## src/rtl/pwf_1557.sv

```systemverilog
// Pulse-width filter: passes the gate only after MIN_HIGH consecutive high samples,
// drops it on the first low sample. Shorter pulses never reach the output.
module pwf_1557 #(
  parameter int unsigned MIN_HIGH = 12,
  parameter int unsigned CNT_W    = 8
) (
  input  logic clk11m,
  input  logic rst_n,
  input  logic g,
  output logic i
);

  localparam logic [CNT_W-1:0] LP_LAST = CNT_W'(MIN_HIGH - 1);
  localparam logic [CNT_W-1:0] LP_ONE  = CNT_W'(1);

  typedef enum logic [1:0] {
    IDLE   = 2'd0,
    COUNT  = 2'd1,
    ACTIVE = 2'd2
  } state_t;

  state_t           r_state;
  state_t           w_state_nxt;
  logic [CNT_W-1:0] r_cnt;
  logic [CNT_W-1:0] w_cnt_nxt;
  logic             r_i;
  logic             w_i_nxt;

  // State, run-length counter and output flop
  always_ff @(posedge clk11m) begin
    if (!rst_n) begin
      r_state <= IDLE;
      r_cnt   <= '0;
      r_i     <= 1'b0;
    end else begin
      r_state <= w_state_nxt;
      r_cnt   <= w_cnt_nxt;
      r_i     <= w_i_nxt;
    end
  end

  // Next-state, counter and output decode
  always_comb begin
    w_state_nxt = r_state;
    w_cnt_nxt   = r_cnt;
    w_i_nxt     = 1'b0;
    case (r_state)
      IDLE: begin
        if (g) begin
          w_cnt_nxt   = LP_ONE;
          w_state_nxt = COUNT;
        end else begin
          w_cnt_nxt   = '0;
        end
      end
      COUNT: begin
        if (!g) begin
          w_cnt_nxt   = '0;
          w_state_nxt = IDLE;
        end else if (r_cnt == LP_LAST) begin
          // This edge takes the MIN_HIGH-th sample; counter holds
          w_state_nxt = ACTIVE;
          w_i_nxt     = 1'b1;
        end else begin
          w_cnt_nxt   = r_cnt + LP_ONE;
        end
      end
      ACTIVE: begin
        if (g) begin
          w_i_nxt     = 1'b1;
        end else begin
          w_cnt_nxt   = '0;
          w_state_nxt = IDLE;
        end
      end
      default: begin
        w_cnt_nxt   = '0;
        w_state_nxt = IDLE;
      end
    endcase
  end

  assign i = r_i;

endmodule

```

## config.mk

```make
export PLATFORM = sky130hd
export DESIGN_NAME = pwf_1557
export DESIGN_NICKNAME = d
export VERILOG_FILES = /design/src/rtl/pwf_1557.sv
export SDC_FILE = /design/constraint.sdc
export NUM_CORES = 1
export LEC_CHECK = 0
export CORE_MARGIN = 2
export CORE_UTILIZATION = 45
export DETAILED_ROUTE_END_ITERATION = 6
export MAX_ROUTING_LAYER = met4
export SLEW_MARGIN = 20
export SYNTH_ARGS = -nofsm -noshare
export SYNTH_HDL_FRONTEND = slang
export SYNTH_SLANG_ARGS = --single-unit
```

## constraint.sdc

```tcl
create_clock -name clk11m -period 4.8 [get_ports clk11m]
set_clock_uncertainty 0.2 [all_clocks]
set_input_delay 0.48 -clock clk11m [delete_from_list [all_inputs] [get_ports clk11m]]
set_output_delay 0.48 -clock clk11m [all_outputs]
set_load 0.005 [all_outputs]
```

# == Yosys cells after proc, flatten, opt, wreduce, memory -nomap -nowiden ==
# Index checks and enable logic that the tools add are counted.
# op_classes
reduce_logical,3
addsub,1
muxes,14
n_eq_ne,7
# op_table
op,count
$mux W8,3
$pmux W8 S3,1
$add A8 B1 Y8 const B,1
$eq A8 B4 Y1 const B,1
$mux W2,4
$ne A3 B3 Y1 const B,2
$pmux W2 S3,1
$mux W1,4
$ne A2 B2 Y1 const B,2
$reduce_and A3 Y1,1
$eq A2 B1 Y1 const B,1
$eq A2 B2 Y1 const B,1
$logic_not A2 Y1,1
$pmux W1 S2,1
$reduce_and A2 Y1,1
# totals
inputBits,3
regBits,11
word_cells,28

# == Logic depth before layout (Yosys ltp) ==
# Gate-level depths: netlist (run 1).
# depth
ltp_word,4
mapped_depth,6

# == Worst setup path before layout (run 1) ==
# Ideal clock, no wire load.
# synth_path
kind,register to register
from,register r_cnt[0]
to,register r_state[0]
required_time_ps,4484
slack_ps,3217
t_arrival_ps,1268
stages_incl_launch_ff,6
setup_ps,116
path_cell_list,dfxtp_1 -> ha_1 -> nor2b_1 -> and4_4 -> or3_1 -> and3_1
# synth_between
elab_chain_cells,3
# synth_rtl
item,line_no,rtl
from (decl),24,logic [CNT_W-1:0] r_cnt;
from (signal assigned),37,r_cnt <= w_cnt_nxt;
$eq A8 B4 Y1,60,end else if (r_cnt == LP_LAST) begin
$ne A3 B3 Y1 (no line),n/a,
$reduce_and A3 Y1 (no line),n/a,
to (signal assigned),36,r_state <= w_state_nxt;
to (decl),22,state_t r_state;
# No other way between the ends.
# A chain may end at the register's enable or synchronous reset.

# == Worst setup path in the final report (run 1) ==
# layout_path
from,input port g
to,register r_cnt[2]
# layout_between
elab_chain_cells,2
# layout_rtl
item,line_no,rtl
from (decl),9,"input logic g,"
"$mux W8, or another cell as far along",57,if (!g) begin
$pmux W8 S3 / $reduce_and A2 Y1 (equally long branches),n/a,
# Parallel ways exist; a longest one is shown, timed or not.

==> report_table.html, run 1 <==
<table>
<tr><th>Metric</th><th>Value</th></tr>
<tr><th colspan="2">CTS</th></tr>
<tr><td>Clock buffers created by TritonCTS</td><td>3</td></tr>
<tr><td>Root buffer selected by CTS</td><td>sky130_fd_sc_hd__clkbuf_4</td></tr>
<tr><td>Clock transition at the register clock pins on the worst setup and hold paths after CTS</td><td>0.06 ns</td></tr>
<tr><td>Count of cells resized by post-cts repair</td><td>0</td></tr>
<tr><td>Number of sinks on the clock net</td><td>11</td></tr>
<tr><td>Latest clock arrival within the worst-skew pair</td><td>0.28 ns</td></tr>
<tr><td>TritonCTS clock tree</td><td>done</td></tr>
<tr><td>Total setup buffers inserted after CTS</td><td>0</td></tr>
<tr><td>Hold-fix buffers, CTS</td><td>0</td></tr>
<tr><td>H-tree depth</td><td>1</td></tr>
<tr><td>Number of buffers on the longest clock path</td><td>2</td></tr>
<tr><th colspan="2">Synth</th></tr>
<tr><td>Share of the synthesized area in the top cell type</td><td>35.8%</td></tr>
<tr><td>Gate Count Post-Synth</td><td>73</td></tr>
<tr><td>Syn Nets</td><td>80</td></tr>
<tr><td>Proportion of register bits with asynchronous set or reset after synthesis</td><td>0%</td></tr>
<tr><td>Number of flip-flops and latches in the synthesized netlist</td><td>11</td></tr>
<tr><td>Cell type with the highest aggregate area in the netlist</td><td>sky130_fd_sc_hd__dfxtp_1</td></tr>
<tr><td>Per-instance average area after synthesis</td><td>8.43 um2</td></tr>
<tr><td>Sequential element share of the synthesized area</td><td>35.8%</td></tr>
<tr><td>Total standard cell area after synthesis</td><td>616 um2</td></tr>
<tr><td>Number of distinct library cell variants in the gate-level netlist after synthesis</td><td>31</td></tr>
<tr><td>Leading post-synthesis cells by cell area</td><td>sky130_fd_sc_hd__dfxtp_1, sky130_fd_sc_hd__ha_1, sky130_fd_sc_hd__xor2_1</td></tr>
<tr><td>Most instantiated flip-flop cell in the synthesis netlist</td><td>sky130_fd_sc_hd__dfxtp_1</td></tr>
<tr><td>Post-synth EDFFs</td><td>0</td></tr>
<tr><td>Synthesis Warnings</td><td>0</td></tr>
<tr><th colspan="2">Global routing</th></tr>
<tr><td>Largest net degree at the start of global routing</td><td>11</td></tr>
<tr><td>Via count of the first global-routing pass</td><td>421</td></tr>
<tr><td>Antenna violations before repair</td><td>0</td></tr>
<tr><td>Most utilized layer in the global route result</td><td>met2</td></tr>
<tr><td>Global routing usage on met3</td><td>9.78%</td></tr>
<tr><td>Global routing usage on met1</td><td>21.6%</td></tr>
<tr><td>Met2 track demand over resource</td><td>25.0%</td></tr>
<tr><td>GRT Resource Usage Total</td><td>18.5%</td></tr>
<tr><td>Gr ovfl total</td><td>0</td></tr>
<tr><td>Wire length of the first global-routing pass</td><td>1810 um</td></tr>
<tr><th colspan="2">Final layout</th></tr>
<tr><td>Net count reported at finish</td><td>87</td></tr>
<tr><td>Filler cell count in the final layout</td><td>122</td></tr>
<tr><td>Register area</td><td>220 um2</td></tr>
<tr><td>Most common cell after layout, fill and taps aside</td><td>sky130_fd_sc_hd__dfxtp_1</td></tr>
<tr><td>Post-layout utilization of the core</td><td>53.5%</td></tr>
<tr><td>Number of diodes</td><td>0</td></tr>
<tr><td>Area delta synth-&gt;final</td><td>11.6%</td></tr>
<tr><td>Most frequent cells in the layout</td><td>sky130_fd_sc_hd__dfxtp_1, sky130_fd_sc_hd__nand2_1, sky130_fd_sc_hd__nor2_1</td></tr>
<tr><td>Fraction of final layout cells sized beyond drive strength 1</td><td>10.1%</td></tr>
<tr><td>Design area</td><td>687 um2</td></tr>
<tr><td>Footprint of the multi-input gates</td><td>373 um2</td></tr>
<tr><th colspan="2">Critical path</th></tr>
<tr><td>Cell count along the critical path</td><td>5</td></tr>
<tr><td>Endpoint type of the worst setup path</td><td>flop</td></tr>
<tr><td>Worst flop-to-flop path startpoint</td><td>r_state[0]</td></tr>
<tr><td>Crit path to</td><td>r_cnt[2]</td></tr>
<tr><td>Max incr delay on CP</td><td>0.59 ns</td></tr>
<tr><td>Dominant delay contributor by cell family on the critical path</td><td>simple AND/OR/NAND/NOR gates</td></tr>
<tr><td>Slowest cell on the critical path</td><td>sky130_fd_sc_hd__clkdlybuf4s50_1</td></tr>
<tr><td>Buffers plus inverters on the worst setup path</td><td>1</td></tr>
<tr><td>Setup slack, reg-to-reg</td><td>3.08 ns</td></tr>
<tr><td>Crit Path Max Fanout</td><td>10</td></tr>
<tr><td>Data arrival time of the critical path</td><td>1.84 ns</td></tr>
<tr><td>Chain of cells forming the critical path</td><td>clkdlybuf4s50_1 -&gt; nand2_2 -&gt; nor2_2 -&gt; nor4bb_1 -&gt; o31a_1</td></tr>
<tr><td>Critical path start-end classification</td><td>in -&gt; reg</td></tr>
<tr><td>Required arrival time at the worst endpoint</td><td>4.81 ns</td></tr>
<tr><td>Sort of element at the start of the critical path</td><td>primary input</td></tr>
<tr><td>Depth of the worst register-to-register path</td><td>6</td></tr>
<tr><td>Terminus of the critical flop-to-flop path</td><td>r_cnt[7]</td></tr>
<tr><td>Worst setup path startpoint</td><td>g</td></tr>
<tr><th colspan="2">Routing</th></tr>
<tr><td>Number of violations reported at the end of detailed-routing iteration 0</td><td>4</td></tr>
<tr><td>DR WL/cell</td><td>12.3 um</td></tr>
<tr><td>Number of vias per cell after detailed routing</td><td>5.44</td></tr>
<tr><td>Vias after detailed routing</td><td>511</td></tr>
<tr><td># DRC</td><td>0</td></tr>
<tr><td>1st-pass router iterations</td><td>3</td></tr>
<tr><td>Count of antenna-violating nets left after detailed routing</td><td>0</td></tr>
<tr><td>Total detailed-routing wirelength</td><td>1160 um</td></tr>
<tr><th colspan="2">Timing</th></tr>
<tr><td>Final critical-path share of the clock period</td><td>38.0%</td></tr>
<tr><td>Post-route setup slack</td><td>2.97 ns</td></tr>
<tr><td>Final Hold Fails</td><td>0</td></tr>
<tr><td>Worst Max-Slew Pin Slew</td><td>0.305 ns</td></tr>
<tr><td>Max Transition Viols Final</td><td>0</td></tr>
<tr><td>Setup total negative slack</td><td>0 ns</td></tr>
<tr><td>Final-report setup violation count</td><td>0</td></tr>
<tr><td>Unrepaired setup endpoints after global routing</td><td>false</td></tr>
<tr><td>Achievable frequency</td><td>548 MHz</td></tr>
<tr><td>Time the final worst path needs with I/O delays and setup</td><td>1.83 ns</td></tr>
<tr><td>Max_slew headroom</td><td>79.6%</td></tr>
<tr><th colspan="2">Run status</th></tr>
<tr><td>Outcome</td><td>finished, final reports clean</td></tr>
<tr><th colspan="2">Power and ir drop</th></tr>
<tr><td>Static Leakage</td><td>0.270 nW</td></tr>
<tr><td>Net switching share of the total power</td><td>24.9%</td></tr>
<tr><td>Worst vdd ir</td><td>0.146 mV</td></tr>
<tr><td>Share of power burned in combinational logic</td><td>10.2%</td></tr>
<tr><td>Psw</td><td>0.0442 mW</td></tr>
<tr><td>Power Total</td><td>0.177 mW</td></tr>
<tr><td>Cell Pwr Density</td><td>258 nW/um2</td></tr>
<tr><td>Internal Dissipation</td><td>0.133 mW</td></tr>
<tr><td>Share of total power in sequential cells</td><td>53.5%</td></tr>
<tr><td>Clock share of power</td><td>36.3%</td></tr>
<tr><th colspan="2">Floorplan</th></tr>
<tr><td>Area of the core</td><td>1280 um2</td></tr>
<tr><td># IOs</td><td>4</td></tr>
<tr><td>Effective utilization at floorplan</td><td>47.9%</td></tr>
<tr><td>Overall die area</td><td>1680 um2</td></tr>
<tr><td>Core Rows</td><td>13</td></tr>
<tr><td>Floorplan die height</td><td>41.0 um</td></tr>
<tr><td>Die X</td><td>41.0 um</td></tr>
<tr><th colspan="2">Placed design</th></tr>
<tr><td>Count of port buffers added during placement</td><td>3</td></tr>
<tr><td>HPWL after detailed placement</td><td>857 um</td></tr>
<tr><td>Global placer's final weighted congestion</td><td>0.857</td></tr>
<tr><td>Post-Place Worst Slack</td><td>2.70 ns</td></tr>
<tr><td>Total placed instance area</td><td>661 um2</td></tr>
<tr><th colspan="2">Hold path</th></tr>
<tr><td>Tightest Hold Check Type</td><td>reg -&gt; reg</td></tr>
<tr><th colspan="2">Flow run</th></tr>
<tr><td>Max Cap Viol</td><td>0</td></tr>
</table>
## registers in the layout, indices dropped and copies added (netlist names)
register	count
r_cnt	8
r_state	2
i	1
## through the flow
stage,hold WS (ns),cells
2_1_floorplan,0.257,73
3_3_place_gp,0.283,90
3_5_place_dp,0.290,90
4_1_cts,0.316,94
5_1_grt,0.340,94
6_report,0.312,94
## Yosys cell counts (2+ instances only)
cell type                 count
sky130_fd_sc_hd__xor2_1       4
sky130_fd_sc_hd__o21ai_0      3
sky130_fd_sc_hd__a21oi_1      2
sky130_fd_sc_hd__and3_1       3
sky130_fd_sc_hd__nand4_1      4
sky130_fd_sc_hd__nor2_1       7
sky130_fd_sc_hd__nor2_2       2
sky130_fd_sc_hd__nand3_1      2
sky130_fd_sc_hd__dfxtp_1     11
sky130_fd_sc_hd__inv_1        5
sky130_fd_sc_hd__nand2_1      7
sky130_fd_sc_hd__ha_1         4
## routing by layer
metal  up-vias  share of wire, %
met4         0               2.0
met1       229                52
li1        272                 -
met5         -                 0
met2         5                42
met3         5               3.6
## layout make-up
| type | count | area share [%] |
|---|---|---|
| Sequential cell | 11 | 32.1 |
| Multi-Input combinational cell | 56 | 54.3 |
| Inverter | 5 | 2.73 |
| Timing Repair Buffer | 3 | 4.37 |
| Clock buffer | 4 | 3.83 |
| Tap cell | 15 | 2.73 |
## power by group through the flow
stage                     Sequential (mW)  Clock (mW)  Combinational [mW]
final                              0.0947      0.0643              0.0181
after global routing               0.0950      0.0706              0.0203
after CTS                          0.0947      0.0675              0.0180
after detailed placement           0.0970           0              0.0179
after global placement             0.0969           0              0.0181
after floorplan                    0.0963           0              0.0131
## worst min-delay path by stage
stage               startpoint       end  slack (ns)  cells past startpoint
floorplan             r_cnt[1]  r_cnt[1]        0.26                      2
global placement      r_cnt[1]  r_cnt[1]        0.28                      2
detailed placement    r_cnt[1]  r_cnt[1]        0.29                      2
CTS                   r_cnt[0]  r_cnt[0]        0.32                      2
global route          r_cnt[0]  r_cnt[0]        0.34                      2
finish                r_cnt[1]  r_cnt[1]        0.31                      2
## worst min-delay path, cell delays in order, from the launching register on
cell	delay [ns]
sky130_fd_sc_hd__dfxtp_1	0.33
sky130_fd_sc_hd__nand2_1	0.06
sky130_fd_sc_hd__o21ai_0	0.07
## cell families (layout without fill, tap and decap cells)
group	after synthesis	in the layout	share of synthesized area [%]
buffers and inverters	6	12	3.66
adder cells (fa/ha/maj)	4	4	8.13
XOR/XNOR	4	4	5.69
AO/OA/AOI/OAI	11	11	12.0
multiplexers	1	1	1.63
flip-flops	11	11	35.8
AND/OR/NAND/NOR	36	36	33.1
(Power assumes the default switching activity.)
==> run 2: changes to the inputs <==
==> constraint.sdc (replaced) <==
create_clock -name clk11m -period 1.8 [get_ports clk11m]
set_clock_uncertainty 0.2 [all_clocks]
set_input_delay 0.18 -clock clk11m [delete_from_list [all_inputs] [get_ports clk11m]]
set_output_delay 0.18 -clock clk11m [all_outputs]
set_load 0.005 [all_outputs]
==> run 2 against run 1 <==
Against the previous run:
- sequential power rose to 2.7 times the previous value
- combinational power rose to 3.2 times the previous value
- non-clock buffer count rose by 3
- critical path depth did not move
- routed wire length rose by 11%
- hold slack got worse by 0.030 ns
- critical path type is now reg -> reg
- setup slack got worse by 2.8 ns
- register-to-register slack got worse by 2.9 ns
- flip-flop and latch count did not move
- cell count rose by 3.2%
- sequential share of layout area fell by 1.2 points
- clock-buffer cell count did not move
==> report_table.html, run 2 (synthesis results as in run 1) <==
<table>
<tr><th>Metric</th><th>Value</th></tr>
<tr><th colspan="2">Run status</th></tr>
<tr><td>Outcome</td><td>finished, final reports clean</td></tr>
<tr><th colspan="2">Placed design</th></tr>
<tr><td>Global placer's final weighted congestion</td><td>0.783 (-8.6%)</td></tr>
<tr><td>Total placed instance area</td><td>683 um2 (+3.4%)</td></tr>
<tr><td>Count of port buffers added during placement</td><td>3 (unchanged)</td></tr>
<tr><td>HPWL after detailed placement</td><td>943 um (+10%)</td></tr>
<tr><th colspan="2">Global routing</th></tr>
<tr><td>Largest net degree at the start of global routing</td><td>11 (unchanged)</td></tr>
<tr><td>GRT Resource Usage Total</td><td>20.2% (+1.7 points)</td></tr>
<tr><td>Gr ovfl total</td><td>0 (unchanged)</td></tr>
<tr><td>Global routing usage on met1</td><td>28.7% (+7.1 points)</td></tr>
<tr><td>Antenna violations before repair</td><td>0 (unchanged)</td></tr>
<tr><td>Most utilized layer in the global route result</td><td>met1</td></tr>
<tr><td>Global routing usage on met3</td><td>3.26% (-6.5 points)</td></tr>
<tr><td>Via count of the first global-routing pass</td><td>468 (+11%)</td></tr>
<tr><td>Met2 track demand over resource</td><td>27.0% (+2.0 points)</td></tr>
<tr><td>Wire length of the first global-routing pass</td><td>2110 um (+16%)</td></tr>
<tr><th colspan="2">Critical path</th></tr>
<tr><td>Terminus of the critical flop-to-flop path</td><td>r_state[1]</td></tr>
<tr><td>Dominant delay contributor by cell family on the critical path</td><td>simple AND/OR/NAND/NOR gates</td></tr>
<tr><td>Slowest cell on the critical path</td><td>sky130_fd_sc_hd__dfxtp_1</td></tr>
<tr><td>Worst setup path startpoint</td><td>r_cnt[1]</td></tr>
<tr><td>Worst flop-to-flop path startpoint</td><td>r_cnt[1]</td></tr>
<tr><td>Sort of element at the start of the critical path</td><td>flop</td></tr>
<tr><td>Data arrival time of the critical path</td><td>1.62 ns (-0.22 ns)</td></tr>
<tr><td>Critical path start-end classification</td><td>reg -&gt; reg</td></tr>
<tr><td>Endpoint type of the worst setup path</td><td>flop</td></tr>
<tr><td>Chain of cells forming the critical path</td><td>ha_1 -&gt; nor2b_1 -&gt; and4_4 -&gt; o221ai_1 -&gt; a31o_2</td></tr>
<tr><td>Buffers plus inverters on the worst setup path</td><td>0 (-1)</td></tr>
<tr><td>Depth of the worst register-to-register path</td><td>5 (-1)</td></tr>
<tr><td>Crit path to</td><td>r_state[1]</td></tr>
<tr><td>Setup slack, reg-to-reg</td><td>0.15 ns (-2.93 ns)</td></tr>
<tr><td>Cell count along the critical path</td><td>5 (unchanged)</td></tr>
<tr><td>Required arrival time at the worst endpoint</td><td>1.77 ns (-3.04 ns)</td></tr>
<tr><td>Max incr delay on CP</td><td>0.35 ns (-0.24 ns)</td></tr>
<tr><td>Crit Path Max Fanout</td><td>4 (-6)</td></tr>
<tr><th colspan="2">Final layout</th></tr>
<tr><td>Most common cell after layout, fill and taps aside</td><td>sky130_fd_sc_hd__dfxtp_1</td></tr>
<tr><td>Most frequent cells in the layout</td><td>sky130_fd_sc_hd__dfxtp_1, sky130_fd_sc_hd__nand2_1, sky130_fd_sc_hd__nor2_1</td></tr>
<tr><td>Flip-flop count of the largest register after layout</td><td>8 (unchanged)</td></tr>
<tr><td>Net count reported at finish</td><td>90 (+3.4%)</td></tr>
<tr><td>Register with the most flip-flops</td><td>r_cnt</td></tr>
<tr><td>Number of diodes</td><td>0 (unchanged)</td></tr>
<tr><td>Design area</td><td>713 um2 (+3.8%)</td></tr>
<tr><td>Area delta synth-&gt;final</td><td>15.9%</td></tr>
<tr><td>Fraction of final layout cells sized beyond drive strength 1</td><td>14.6% (+4.5 points)</td></tr>
<tr><th colspan="2">Floorplan</th></tr>
<tr><td>Die X</td><td>41.0 um (unchanged)</td></tr>
<tr><td># IOs</td><td>4 (unchanged)</td></tr>
<tr><td>Area of the core</td><td>1280 um2 (unchanged)</td></tr>
<tr><td>Effective utilization at floorplan</td><td>47.9% (unchanged)</td></tr>
<tr><td>Core Rows</td><td>13 (unchanged)</td></tr>
<tr><td>Overall die area</td><td>1680 um2 (unchanged)</td></tr>
<tr><td>Floorplan die height</td><td>41.0 um (unchanged)</td></tr>
<tr><th colspan="2">Timing</th></tr>
<tr><td>Final critical-path share of the clock period</td><td>91.5%</td></tr>
<tr><td>Time the final worst path needs with I/O delays and setup</td><td>1.65 ns</td></tr>
<tr><td>Max_slew headroom</td><td>83.0% (+3.4 points)</td></tr>
<tr><td>Worst Max-Slew Pin Slew</td><td>0.252 ns (-0.0528 ns)</td></tr>
<tr><td>Achievable frequency</td><td>607 MHz</td></tr>
<tr><td>Max Transition Viols Final</td><td>0 (unchanged)</td></tr>
<tr><td>Setup total negative slack</td><td>0 ns (unchanged)</td></tr>
<tr><td>Unrepaired setup endpoints after global routing</td><td>false</td></tr>
<tr><td>Final Hold Fails</td><td>0 (unchanged)</td></tr>
<tr><td>Final-report setup violation count</td><td>0 (unchanged)</td></tr>
<tr><th colspan="2">Routing</th></tr>
<tr><td>DR WL/cell</td><td>13.2 um (+7.3%)</td></tr>
<tr><td>Count of antenna-violating nets left after detailed routing</td><td>0 (unchanged)</td></tr>
<tr><td>1st-pass router iterations</td><td>4 (+1)</td></tr>
<tr><td># DRC</td><td>0 (unchanged)</td></tr>
<tr><td>Number of violations reported at the end of detailed-routing iteration 0</td><td>21 (+17)</td></tr>
<tr><td>Vias after detailed routing</td><td>534 (+4.5%)</td></tr>
<tr><td>Number of vias per cell after detailed routing</td><td>5.51 (+1.3%)</td></tr>
<tr><td>Total detailed-routing wirelength</td><td>1280 um (+11%)</td></tr>
<tr><th colspan="2">CTS</th></tr>
<tr><td>Total setup buffers inserted after CTS</td><td>0 (unchanged)</td></tr>
<tr><td>Count of cells resized by post-cts repair</td><td>0 (unchanged)</td></tr>
<tr><td>Clock transition at the register clock pins on the worst setup and hold paths after CTS</td><td>0.08 ns (+0.02 ns)</td></tr>
<tr><td>Root buffer selected by CTS</td><td>sky130_fd_sc_hd__clkbuf_4</td></tr>
<tr><td>Number of sinks on the clock net</td><td>11 (unchanged)</td></tr>
<tr><td>Latest clock arrival within the worst-skew pair</td><td>0.27 ns (about the same)</td></tr>
<tr><td>Hold-fix buffers, CTS</td><td>0 (unchanged)</td></tr>
<tr><td>H-tree depth</td><td>1 (unchanged)</td></tr>
<tr><td>Clock buffers created by TritonCTS</td><td>3 (unchanged)</td></tr>
<tr><td>TritonCTS clock tree</td><td>done</td></tr>
<tr><td>Number of buffers on the longest clock path</td><td>2 (unchanged)</td></tr>
<tr><th colspan="2">Power and ir drop</th></tr>
<tr><td>Static Leakage</td><td>0.285 nW (+5.6%)</td></tr>
<tr><td>Worst vdd ir</td><td>0.305 mV (+110%)</td></tr>
<tr><td>Cell Pwr Density</td><td>676 nW/um2 (+160%)</td></tr>
<tr><th colspan="2">Hold path</th></tr>
<tr><td>Tightest Hold Check Type</td><td>reg -&gt; reg</td></tr>
<tr><th colspan="2">Flow run</th></tr>
<tr><td>Max Cap Viol</td><td>0 (unchanged)</td></tr>
</table>
run 2: cell types whose count changed in the layout (fill, tap and decap cells not counted), sizes merged:
cell | before | now
buf | 0 | 3
run 2: worst min path at each step:
stage,startpoint,endpoint,depth (start not counted)
2_1_floorplan,g,r_cnt[0],2
3_3_place_gp,r_cnt[1],r_cnt[1],2
3_5_place_dp,r_cnt[1],r_cnt[1],2
4_1_cts,r_cnt[1],r_cnt[1],2
5_1_grt,r_cnt[1],r_cnt[1],2
6_report,r_cnt[1],r_cnt[1],2
run 2: power by group:
part / total (mW) / internal (mW) / switching (mW)
Sequential: 0.251 / 0.248 / 0.00340
Clock: 0.173 / 0.0858 / 0.0868
Combinational: 0.0579 / 0.0257 / 0.0322
run 2: worst register-to-register path, delay by kind of cell (launching register included):
family          cells  cell delay, ns
flops               1            0.35
compound gates      2            0.36
simple gates        2            0.44
fa+ha+maj           1            0.20
run 2: area by class of cell:
cell class,count,area (um2)
fillers,121,572
multi-input cells,56,377
flip-flops and latches,11,220
repair buffers,6,52.6
clock buffers,4,26.3
inverters,5,18.8
well taps,15,18.8
run 2: per-stage QoR:
step / hold WS (ns) / instances / setup WS (ns) / util (%) / power (mW)
after CTS: 0.290 / 97 / 0.0983 / 55.2 / 0.490
final: 0.282 / 97 / 0.153 / 55.5 / 0.482
after global routing: 0.328 / 97 / 0.0111 / 55.5 / 0.508
after detailed placement: 0.279 / 93 / 0.107 / 53.2 / 0.313
after floorplan: 0.134 / 73 / 0.217 / - / 0.292
after global placement: 0.284 / 93 / 0.100 / 53.2 / 0.313
run 2: per-layer routing:
layer / vias up / routed length, um
li1: 277 / -
met1: 243 / 682
met2: 10 / 535
met3: 4 / 36
met4: 0 / 29
met5: - / 0
